==> src/rtl/fetch_stall_unit_if.sv <==
// Fetch-stage bus: hazard/branch requests and instruction memory into the fetch
// unit; PC, IF/ID contents and pipeline enables out of it.
interface fetch_stall_unit_if;
  logic        StallReq;
  logic        FlushReq;
  logic [31:0] BranchTarget;
  logic [31:0] InstrIn;
  logic [31:0] PCOut;
  logic [31:0] IFIDInstr;
  logic [31:0] IFIDPCPlus4;
  logic        IFIDValid;
  logic        PCWrite;
  logic        IFIDWrite;
  logic        BubbleOut;
  logic        StallTimeout;
  logic [31:0] StallCount;

  modport master (
    output StallReq, FlushReq, BranchTarget, InstrIn,
    input  PCOut, IFIDInstr, IFIDPCPlus4, IFIDValid,
    input  PCWrite, IFIDWrite, BubbleOut, StallTimeout, StallCount
  );

  modport slave (
    input  StallReq, FlushReq, BranchTarget, InstrIn,
    output PCOut, IFIDInstr, IFIDPCPlus4, IFIDValid,
    output PCWrite, IFIDWrite, BubbleOut, StallTimeout, StallCount
  );
endinterface

==> src/rtl/fetch_stall_unit.sv <==
// PC + IF/ID owner responding to hazard stalls and branch flushes, with a
// post-reset warm-up window. Optional stall counter: define STALL_PERF_EN.
module fetch_stall_unit #(
  parameter int          WARMUP_CYCLES = 4,
  parameter logic [31:0] PC_RESET      = 32'h0000_0000,
  parameter int          MAX_STALL     = 15
) (
  input  logic                 Clk,
  input  logic                 Rst_n,
  fetch_stall_unit_if.slave    bus
);
  localparam int SCW   = $clog2(MAX_STALL + 1);
  localparam int WW    = (WARMUP_CYCLES > 1) ? $clog2(WARMUP_CYCLES) : 1;
  localparam int WINIT = (WARMUP_CYCLES > 0) ? WARMUP_CYCLES - 1 : 0;

  typedef enum logic [1:0] {WARM, RUN, STALL} state_t;

  state_t           state, state_nxt;
  logic [WW-1:0]    warm_cnt, warm_nxt;
  logic [SCW-1:0]   scnt, scnt_nxt;
  logic             to_set, flush_sel;
  logic             pc_write, ifid_write, bubble;
  logic [31:0]      pc, ifid_instr, ifid_pc4;
  logic             ifid_valid, timeout;
  logic [31:0]      pc_plus4;

  assign pc_plus4 = pc + 32'd4;

  always_comb begin
    state_nxt  = state;
    warm_nxt   = warm_cnt;
    scnt_nxt   = scnt;
    to_set     = 1'b0;
    flush_sel  = 1'b0;
    pc_write   = 1'b1;
    ifid_write = 1'b1;
    bubble     = 1'b0;
    case (state)
      WARM: begin
        // hazard inputs are not trusted yet; only redirects are obeyed
        flush_sel = bus.FlushReq;
        if (warm_cnt == '0) state_nxt = RUN;
        else                warm_nxt  = warm_cnt - 1'b1;
      end
      default: begin
        if (bus.FlushReq) begin
          flush_sel = 1'b1;
          state_nxt = RUN;
          scnt_nxt  = '0;
        end else if (bus.StallReq) begin
          pc_write   = 1'b0;
          ifid_write = 1'b0;
          bubble     = 1'b1;
          state_nxt  = STALL;
          if (scnt == SCW'(MAX_STALL)) to_set   = 1'b1;
          else                         scnt_nxt = scnt + 1'b1;
        end else begin
          state_nxt = RUN;
          scnt_nxt  = '0;
        end
      end
    endcase
    if (!Rst_n) begin
      pc_write   = 1'b0;
      ifid_write = 1'b0;
      bubble     = 1'b1;
    end
  end

  always_ff @(posedge Clk or negedge Rst_n) begin
    if (!Rst_n) begin
      state      <= (WARMUP_CYCLES == 0) ? RUN : WARM;
      warm_cnt   <= WW'(WINIT);
      scnt       <= '0;
      timeout    <= 1'b0;
      pc         <= PC_RESET;
      ifid_instr <= '0;
      ifid_pc4   <= '0;
      ifid_valid <= 1'b0;
    end else begin
      state    <= state_nxt;
      warm_cnt <= warm_nxt;
      scnt     <= scnt_nxt;
      timeout  <= timeout | to_set;
      if (flush_sel) begin
        pc         <= bus.BranchTarget;
        ifid_instr <= '0;
        ifid_pc4   <= pc_plus4;
        ifid_valid <= 1'b0;
      end else if (pc_write) begin
        pc         <= pc_plus4;
        ifid_instr <= bus.InstrIn;
        ifid_pc4   <= pc_plus4;
        ifid_valid <= 1'b1;
      end
    end
  end

`ifdef STALL_PERF_EN
  logic [31:0] perf_cnt;
  always_ff @(posedge Clk or negedge Rst_n) begin
    if (!Rst_n)                      perf_cnt <= '0;
    else if (bubble && state != WARM) perf_cnt <= perf_cnt + 32'd1;
  end
  assign bus.StallCount = perf_cnt;
`else
  assign bus.StallCount = 32'h0;
`endif

  assign bus.PCOut        = pc;
  assign bus.IFIDInstr    = ifid_instr;
  assign bus.IFIDPCPlus4  = ifid_pc4;
  assign bus.IFIDValid    = ifid_valid;
  assign bus.PCWrite      = pc_write;
  assign bus.IFIDWrite    = ifid_write;
  assign bus.BubbleOut    = bubble;
  assign bus.StallTimeout = timeout;
endmodule

==> src/flat_wrapper.sv <==
// flat-port wrapper written by rule: the top's interface ports become plain ports
module fetch_stall_unit_flat 
#(
  parameter int          WARMUP_CYCLES = 4,
  parameter logic [31:0] PC_RESET      = 32'h0000_0000,
  parameter int          MAX_STALL     = 15
)
  (Clk, Rst_n, bus_StallReq, bus_FlushReq, bus_BranchTarget, bus_InstrIn, bus_PCOut, bus_IFIDInstr, bus_IFIDPCPlus4, bus_IFIDValid, bus_PCWrite, bus_IFIDWrite, bus_BubbleOut, bus_StallTimeout, bus_StallCount);
  fetch_stall_unit_if bus_i ();
  input  logic Clk;
  input  logic Rst_n;
  input wire logic [$bits(bus_i.StallReq)-1:0] bus_StallReq;
  input wire logic [$bits(bus_i.FlushReq)-1:0] bus_FlushReq;
  input wire logic [$bits(bus_i.BranchTarget)-1:0] bus_BranchTarget;
  input wire logic [$bits(bus_i.InstrIn)-1:0] bus_InstrIn;
  output wire logic [$bits(bus_i.PCOut)-1:0] bus_PCOut;
  output wire logic [$bits(bus_i.IFIDInstr)-1:0] bus_IFIDInstr;
  output wire logic [$bits(bus_i.IFIDPCPlus4)-1:0] bus_IFIDPCPlus4;
  output wire logic [$bits(bus_i.IFIDValid)-1:0] bus_IFIDValid;
  output wire logic [$bits(bus_i.PCWrite)-1:0] bus_PCWrite;
  output wire logic [$bits(bus_i.IFIDWrite)-1:0] bus_IFIDWrite;
  output wire logic [$bits(bus_i.BubbleOut)-1:0] bus_BubbleOut;
  output wire logic [$bits(bus_i.StallTimeout)-1:0] bus_StallTimeout;
  output wire logic [$bits(bus_i.StallCount)-1:0] bus_StallCount;
  assign bus_i.StallReq = bus_StallReq;
  assign bus_i.FlushReq = bus_FlushReq;
  assign bus_i.BranchTarget = bus_BranchTarget;
  assign bus_i.InstrIn = bus_InstrIn;
  assign bus_PCOut = bus_i.PCOut;
  assign bus_IFIDInstr = bus_i.IFIDInstr;
  assign bus_IFIDPCPlus4 = bus_i.IFIDPCPlus4;
  assign bus_IFIDValid = bus_i.IFIDValid;
  assign bus_PCWrite = bus_i.PCWrite;
  assign bus_IFIDWrite = bus_i.IFIDWrite;
  assign bus_BubbleOut = bus_i.BubbleOut;
  assign bus_StallTimeout = bus_i.StallTimeout;
  assign bus_StallCount = bus_i.StallCount;
  fetch_stall_unit #(.WARMUP_CYCLES(WARMUP_CYCLES), .PC_RESET(PC_RESET), .MAX_STALL(MAX_STALL)) u_core (.Clk(Clk), .Rst_n(Rst_n), .bus(bus_i));
endmodule
==> config.mk <==
export PLATFORM = sky130hd
export DESIGN_NAME = fetch_stall_unit_flat
export DESIGN_NICKNAME = d
export VERILOG_FILES = /design/src/rtl/fetch_stall_unit_if.sv /design/src/rtl/fetch_stall_unit.sv /design/src/flat_wrapper.sv
export SDC_FILE = /design/constraint.sdc
export NUM_CORES = 1
export LEC_CHECK = 0
export BUFFER_PORTS_ARGS = -buffer_cell sky130_fd_sc_hd__buf_2
export CAP_MARGIN = 20
export CORE_MARGIN = 4
export CORE_UTILIZATION = 45
export CTS_CLUSTER_DIAMETER = 200
export DETAILED_ROUTE_END_ITERATION = 12
export PLACE_DENSITY = 0.77
export SLEW_MARGIN = 40
export SYNTH_ARGS = -nofsm -noshare
export SYNTH_HDL_FRONTEND = slang
export SYNTH_SLANG_ARGS = --single-unit
==> constraint.sdc <==
create_clock -name Clk -period 2.45 [get_ports Clk]
set_input_delay 0.49 -clock Clk [delete_from_list [all_inputs] [get_ports Clk]]
set_output_delay 0.49 -clock Clk [all_outputs]
set_load 0.1 [all_outputs]
# Word level (Yosys, flattened, before mapping)
# Cells that the tools add are included.
# totals
register_bits,106
latchBits,0
ramBits,0
rom_bits,0
input_bits,68
out_inout_bits,133
wordCells,50
n_memories,0
# classes
addsub,3
n_mul,0
n_div,0
magnitude_cmp,0
eq_ne,3
shifts,0
muxes,28
bitwise_logic,3
n_reduce_logical,5
# ops
op,count
32-bit two-way mux,5
"32-bit by 3-bit adder with 32-bit output, second input constant",1
1-bit two-way mux,16
4-bit two-way mux,3
2-bit two-way mux,4
"4-bit by 1-bit adder with 4-bit output, second input constant",1
"4-bit equality test, second input constant",1
2-bit zero test,2
2-bit AND reduction,2
"3-bit != test, second input constant",1
"2-bit by 1-bit != test with 1-bit output, second input constant",1
1-bit inverter,2
2-bit nonzero test,1
"2-bit by 1-bit subtractor with 2-bit output, second input constant",1
1-bit OR,1

# Depth between registers and ports, before layout
# Gate-level depths: netlist of the first run.
# depth
ltp_word,6
depth_mapped,7
ltp_nobuf,6

# Worst setup path before layout of the first run
# OpenSTA, ideal clock, no wires.
# synth_timing
kind,input port to output port
startpoint,input port bus_FlushReq
endpoint,output port bus_PCWrite
arrival_ps,2838
required_ps,1960
setup_slack_ps,-878
stages,6
path_buffers,3
cell_sequence,nand2b_1 > o21ai_1 > inv_1 > buf_1 > buf_1 > buf_4
# synth_between
elab_chain_len,3
# synth_rtl
item,line,text
from (decl),flat_wrapper.sv:13,input wire logic [$bits(bus_i.FlushReq)-1:0] bus_FlushReq;
1-bit two-way mux (3 in series),-,
to (decl),flat_wrapper.sv:20,output wire logic [$bits(bus_i.PCWrite)-1:0] bus_PCWrite;
# No other way between the ends.

# Worst setup path in the final report of the first run
# layout_timing
startpoint,register u_core.state[1]
endpoint,output port bus_IFIDWrite
# layout_between
elab_chain_len,3
# layout_rtl
item,line,text
from (decl),fetch_stall_unit.sv:18,"state_t state, state_nxt;"
from (signal assigned),fetch_stall_unit.sv:72,state <= (WARMUP_CYCLES == 0) ? RUN : WARM;
from (signal assigned),fetch_stall_unit.sv:81,state <= state_nxt;
2-bit zero test,fetch_stall_unit.sv:38,case (state)
1-bit two-way mux,fetch_stall_unit.sv:38,
1-bit two-way mux,fetch_stall_unit.sv:63,if (!Rst_n) begin
to (decl),flat_wrapper.sv:21,output wire logic [$bits(bus_i.IFIDWrite)-1:0] bus_IFIDWrite;
# No other way between the ends.

==> metrics.md, run 1 <==
| Metric | Value |
|---|---|
| Final nets | `812` |
| Final WS setup | `199 ps` |
| Antenna violations before repair | `1` |
| RSZ-0062 raised after global routing | `false` |
| Ys flop type | `dfrtp_1` |
| Yosys top cell by area | `dfrtp_1` |
| DIE HEIGHT | `116 um` |
| Cell family with most CP delay | `buffers and inverters` |
| Layout cells sized above 1 | `30.8%` |
| Placement Cell Area | `6210 um^2` |
| Fin crit share | `91.9%` |
| Min cycle time layout | `2250 ps` |
| Crit path kind | `flop to output port` |
| Slowest cell on the critical path | `dfrtp_1` |
| Reg clk slew, reported paths | `70 ps` |
| Status | `complete, no violations` |
| Crit path largest cell delay | `380 ps` |
| GPL Wtd Cong | `0.828` |
| Crit path launch | `u_core.state[1]` |
| Largest cells by area after synthesis | `dfrtp_1 49%, nand2_1 7.8%, a21oi_1 6.2%` |
| Final setup viols | `0` |
| Top cell type's share of synthesized area | `49.2%` |
| Largest family of logic cells by synthesized area | `simple AND/OR/NAND/NOR gates` |
| Slew Limit Fails | `0` |
| Largest net degree at the start of global routing | `94` |
| Root Buffer | `clkbuf_16` |
| Worst VDD drop | `569 uV` |
| CTS buffer count | `9` |
| Setup Buffers After CTS | `0` |
| Pwr Total | `5.74 mW` |
| CP Capture Type | `output port` |
| Post-DP HPWL | `10.6 mm` |
| # clock sinks | `106` |
| DIE AREA | `13500 um^2` |
| Multi-input logic area | `2330 um^2` |
| WL/cell | `16.2 um` |
| Vias in the first global route | `4539` |
| Mapped Cells | `588` |
| Cells along the critical path | `nor2_1 -> o21ai_4 -> clkinv_1 -> buf_6 -> buf_12` |
| Commonest cells post-synth | `110 x nand2_1, 104 x dfrtp_1, 66 x a21oi_1, 48 x nor2_1, 35 x buf_4` |
| Fmax | `444 MHz` |
| Drt via density | `5.20` |
| Wirelength, routed | `14.4 mm` |
| Cell area after synthesis | `5290 um^2` |
| Yosys cell types | `41` |
| Buffers & Inverters on Critical Path | `3` |
| Grt total ovfl | `0` |
| Ant. Diodes | `0` |
| Fill cell count | `1032` |
| Post-route ant nets | `0` |
| Clock Latency Late Sink | `360 ps` |
| Clock Skew | `10.7 ps` |
| Drt pass-1 iters | `5` |
| GRT Resource Usage Total | `21.8%` |
| Max-Cap Viols | `0` |
| Share of the yosys chip area belonging to registers | `50.2%` |
| Input/output buffers | `168` |
| Xor and xnor area share after synthesis | `9.11%` |
| # DRC | `0` |
| FP Rows | `39` |
| First-pass GRT wire length | `22.9 mm` |
| Post-Synth Simple-Gate Area | `19.7%` |
| Pre-CTS setup slack | `132 ps` |
| Req. time, crit path | `1960 ps` |
| Mux cell area share after synthesis | `1.47%` |
| YS warnings | `0` |
| Clock Tree Buf Depth | `2` |
| Initial DRC Count | `308` |
| Crit path DAT | `1760 ps` |
| EDFF count, synth | `0` |
| Worst hold path type | `input port to asynchronous set/reset pin` |
| Worst slew margin relative to its limit | `52.2%` |
| Post-Synth Adder-Cell Area | `0.710%` |
| Area Overhead vs Synth | `23.5%` |
| Die width | `116 um` |
| Async set-reset flop share out of synthesis | `100%` |
| Starting density of the core | `46.1%` |
| Via count | `4623` |
| Power per Cell Area | `879 nW/um^2` |
| Post-Layout Inst Area | `6530 um^2` |
| Syn avg cell area | `8.99 um^2` |
| Final Hold Fails | `0` |
| FF/Latch Area | `2690 um^2` |
| Hold slack | `126 ps` |
| Count leader, synth | `nand2_1` |
| CTS tree | `built` |
| Compound-cell area share of the yosys netlist | `10.3%` |
| Worst-Margin Slew | `717 ps` |
| I/O pins | `201` |
| Reg2Reg Launch Point | `u_core.bus.PCOut[11]` |
| P_leak | `3.00 nW` |
| Max FO, Critical Path | `39` |
| Crit path launch type | `flop` |
| Synth Register Bits | `106` |
| CORE AREA | `11500 um^2` |
| Htree depth | `3` |
## flip-flops by register name, summed over array words and instances, names as in the netlist
name,flops
u_core.bus.StallTimeout,1
u_core.scnt,4
u_core.bus.IFIDInstr,32
u_core.bus.IFIDValid,1
u_core.bus.PCOut,32
u_core.warm_cnt,2
u_core.state,2
u_core.bus.IFIDPCPlus4,32
## cells by family (layout without fill, tap and decap cells)
logic type,Yosys count,in the layout
AOI/OAI and AO/OA,105,105
xor gates and xnor gates,55,55
adders and majority gates,3,3
buffers and inverters,81,208
DFF,106,106
muxes,7,7
other,1,32
and+or+nand+nor,230,230
## routing by layer
| layer | wire length [um] | up-vias | part of all wire, % | GRT usage, % |
|---|---|---|---|---|
| met5 | 13 | - | 0.090 | 0 |
| met4 | 418 | 2 | 2.9 | 9.82 |
| met3 | 1510 | 30 | 10 | 6.32 |
| met2 | 6570 | 230 | 46 | 33.0 |
| met1 | 5870 | 2164 | 41 | 29.1 |
| li1 | - | 2197 | - | - |
## cell type report
class	count	share of cell area, %
clock buffer	11	3.72
clock inverter	5	0.843
inverter	9	0.517
multi-input combinational	432	35.7
sequential	106	41.2
tap	143	2.74
timing repair buffer	183	15.3
## stage by stage
step / setup TNS (ps) / cells / utilization, %
after detailed placement: 0 / 872 / 54.2
after CTS: 0 / 889 / 56.9
after global routing: 0 / 889 / 56.9
after floorplan: -10.2 / 619 / -
after global placement: 0 / 872 / 54.2
final: 0 / 889 / 56.9
## final timing paths
check | end | slack, ps | cells after the start
setup / recovery | bus_IFIDWrite | 200 | 5
hold / removal | u_core.warm_cnt[0] | 130 | 1
setup reg to reg | u_core.bus.IFIDPCPlus4[31] | 260 | 5
hold reg to reg | u_core.bus.StallTimeout | 470 | 1
max in group asynchronous | u_core.bus.PCOut[4] | 1150 | 3
min in group Clk | u_core.bus.PCOut[26] | 340 | 3
## report_power, final
group / switching, mW / internal (mW) / leakage [nW]
Sequential: 0.165 / 1.93 / 1.29
Clock: 0.652 / 0.817 / 0.142
Combinational: 1.85 / 0.326 / 1.57
## cell usage in the layout, fill, tap and decap left out, types with 2 or more instances in the layout
master | Yosys | layout
clkinv_2 | 0 | 2
dfrtp_4 | 0 | 4
buf_4 | 35 | 13
clkinvlp_4 | 0 | 2
xor2_1 | 22 | 22
nor3_1 | 9 | 9
clkbuf_16 | 0 | 9
buf_6 | 0 | 2
nand3_1 | 21 | 21
buf_2 | 6 | 165
a21oi_1 | 66 | 65
dfstp_2 | 2 | 2
buf_12 | 0 | 2
conb_1 | 1 | 32
nor2_1 | 48 | 48
and4_1 | 3 | 3
ha_1 | 3 | 3
nand2_1 | 110 | 110
inv_1 | 9 | 8
xnor2_1 | 33 | 33
o21ai_0 | 30 | 30
and3_1 | 4 | 4
or3_1 | 3 | 3
nor4_2 | 1 | 2
nand4_1 | 12 | 12
mux2_2 | 6 | 6
o21ai_1 | 3 | 2
or4_1 | 2 | 2
dfrtp_2 | 0 | 15
nand2b_1 | 2 | 2
nor4_1 | 8 | 7
a31oi_1 | 2 | 2
dfrtp_1 | 104 | 85
## repair_timing
action	in CTS	in global routing
gates resized for setup	0	1
hold endpoints to repair	2	0
endpoints found under the setup margin	0	2
hold buffers	1	0
Note: power is estimated with default switching activity, not from simulation.
==> inputs of run 2 (changes only) <==
==> constraint.sdc (replaced) <==
create_clock -name Clk -period 2.45 [get_ports Clk]
set_input_delay 0.1225 -clock Clk [delete_from_list [all_inputs] [get_ports Clk]]
set_output_delay 0.1225 -clock Clk [all_outputs]
set_load 0.1 [all_outputs]
==> metrics.md, run 2 (synthesis results as in run 1) <==
| Metric | Value |
|---|---|
| Post-route ant nets | `0` |
| Req. time, crit path | `2690 ps` |
| Post-Route Utilization | `61.0%` |
| Commonest cells after routing, fill and taps aside | `164 x buf_2, 110 x nand2_1, 85 x dfrtp_1` |
| DIE AREA | `13500 um^2` |
| Crit path launch type | `flop` |
| Worst slew margin relative to its limit | `52.3%` |
| RSZ-0062 raised after global routing | `false` |
| Starting density of the core | `46.1%` |
| Post-DP HPWL | `10.2 mm` |
| Power per Cell Area | `836 nW/um^2` |
| Final setup viols | `0` |
| GPL Wtd Cong | `0.897` |
| Clock Skew | `6.46 ps` |
| Fin crit share | `94.1%` |
| Min cycle time layout | `2310 ps` |
| Buffers & Inverters on Critical Path | `0` |
| Vias in the first global route | `4659` |
| Slew Limit Fails | `0` |
| Via count | `4813` |
| CORE AREA | `11500 um^2` |
| DIE HEIGHT | `116 um` |
| Grt total ovfl | `0` |
| Worst hold path type | `input port to flop` |
| FP Rows | `39` |
| Clock Latency Late Sink | `350 ps` |
| Max-Cap Viols | `0` |
| Largest net degree at the start of global routing | `94` |
| WL/cell | `16.0 um` |
| Drt via density | `5.17` |
| I/O pins | `201` |
| Crit path DAT | `2550 ps` |
| # DRC | `0` |
| Layout cells sized above 1 | `28.8%` |
| Pre-CTS setup slack | `217 ps` |
| Crit path kind | `flop to flop` |
| First-pass GRT wire length | `23.2 mm` |
| Ant. Diodes | `0` |
| CTS tree | `built` |
| Hold slack | `8.39 ps` |
| Final Hold Fails | `0` |
| Post-route insts no fill | `931` |
| Area Overhead vs Synth | `32.4%` |
| Max FO, Critical Path | `7` |
| Input/output buffers | `168` |
| Wirelength, routed | `14.9 mm` |
| Initial DRC Count | `321` |
| Cells after DPL | `867` |
| P_leak | `3.20 nW` |
| Worst VDD drop | `712 uV` |
| Sum Neg Setup Slack | `0 ps` |
| Worst-Margin Slew | `716 ps` |
| Final nets | `854` |
| Antenna violations before repair | `0` |
| CP Capture Type | `flop` |
| Die width | `116 um` |
| Cell family with most CP delay | `simple AND/OR/NAND/NOR gates` |
| # clock sinks | `106` |
| Htree depth | `3` |
| Placement Cell Area | `6190 um^2` |
| CTS buffer count | `9` |
| Post-Layout Inst Area | `7000 um^2` |
| Cells along the critical path | `ha_1 -> nand3_1 -> nor3_1 -> nor3b_1 -> a21oi_1 -> o31ai_1` |
| GRT Resource Usage Total | `22.0%` |
| Final WS setup | `144 ps` |
| Crit path largest cell delay | `460 ps` |
| Slowest cell on the critical path | `nor3b_1` |
| Status | `complete, no violations` |
| Pwr Total | `5.85 mW` |
| Fmax | `434 MHz` |
| Root Buffer | `clkbuf_16` |
| Most common cell after layout, fill and taps aside | `buf_2` |
| Clock Tree Buf Depth | `2` |
| Reg clk slew, reported paths | `70 ps` |
| Drt pass-1 iters | `5` |
==> run 2: cell types whose count changed in the layout (fill, tap and decap cells not counted) <==
cell and delta:
o21ai_2 +1, buf_6 -1, clkinv_1 -1, buf_12 +1, clkinv_2 -2, nor2_2 +1, clkbuf_8 +3, clkinv_4 +1
inv_1 +1, clkinvlp_4 -1, buf_4 -5, dlygate4sd3_1 +46, buf_2 -1, nor2_1 -1
==> run 2: final timing paths <==
kind	cells past startpoint	slack, ps	startpoint	endpoint
setup / recovery	6	140	u_core.bus.PCOut[2]	u_core.bus.PCOut[16]
hold / removal	3	8	bus_InstrIn[31]	u_core.bus.IFIDInstr[31]
setup reg to reg	6	140	u_core.bus.PCOut[2]	u_core.bus.PCOut[16]
hold reg to reg	1	480	u_core.bus.StallTimeout	u_core.bus.StallTimeout
max in group asynchronous	3	1130	Rst_n	u_core.bus.PCOut[4]
min in group asynchronous	2	200	Rst_n	u_core.bus.IFIDPCPlus4[13]
==> run 2: layout make-up <==
type | instances | area (um^2)
clock inverters | 3 | 46.3
repair buffers | 224 | 1440
inverters | 9 | 33.8
multi-input cells | 433 | 2340
fillers | 943 | 4470
well taps | 143 | 179
clock buffers | 13 | 270
flip-flops and latches | 106 | 2690
==> run 2: power breakdown <==
group | switching (mW) | leakage (nW) | internal [mW]
sequential | 0.167 | 1.29 | 1.93
combinational | 1.86 | 1.75 | 0.372
clock | 0.647 | 0.152 | 0.879
total | 2.68 | 3.20 | 3.18
==> run 2: worst reg2reg max path, cell delays in order (launching register included) <==
cell and delay [ps]:
dfrtp_2 430, ha_1 280, nand3_1 200, nor3_1 390
nor3b_1 460, a21oi_1 140, o31ai_1 290
==> run 2: timing repair <==
action	4_1_cts	5_1_grt
buffers inserted	0	0
hold endpoints to repair	62	1
gates resized for setup	0	1
endpoints found under the setup margin	0	2
hold buffers	46	1
==> run 2: routing by layer <==
metal,routed length [um],global-route usage [%],up-vias,part of all wire [%]
met1,5890,28.1,2265,40
met5,0,0,-,0
met4,404,8.28,0,2.7
met3,1380,6.32,29,9.3
met2,7200,35.7,230,48
li1,-,-,2289,-
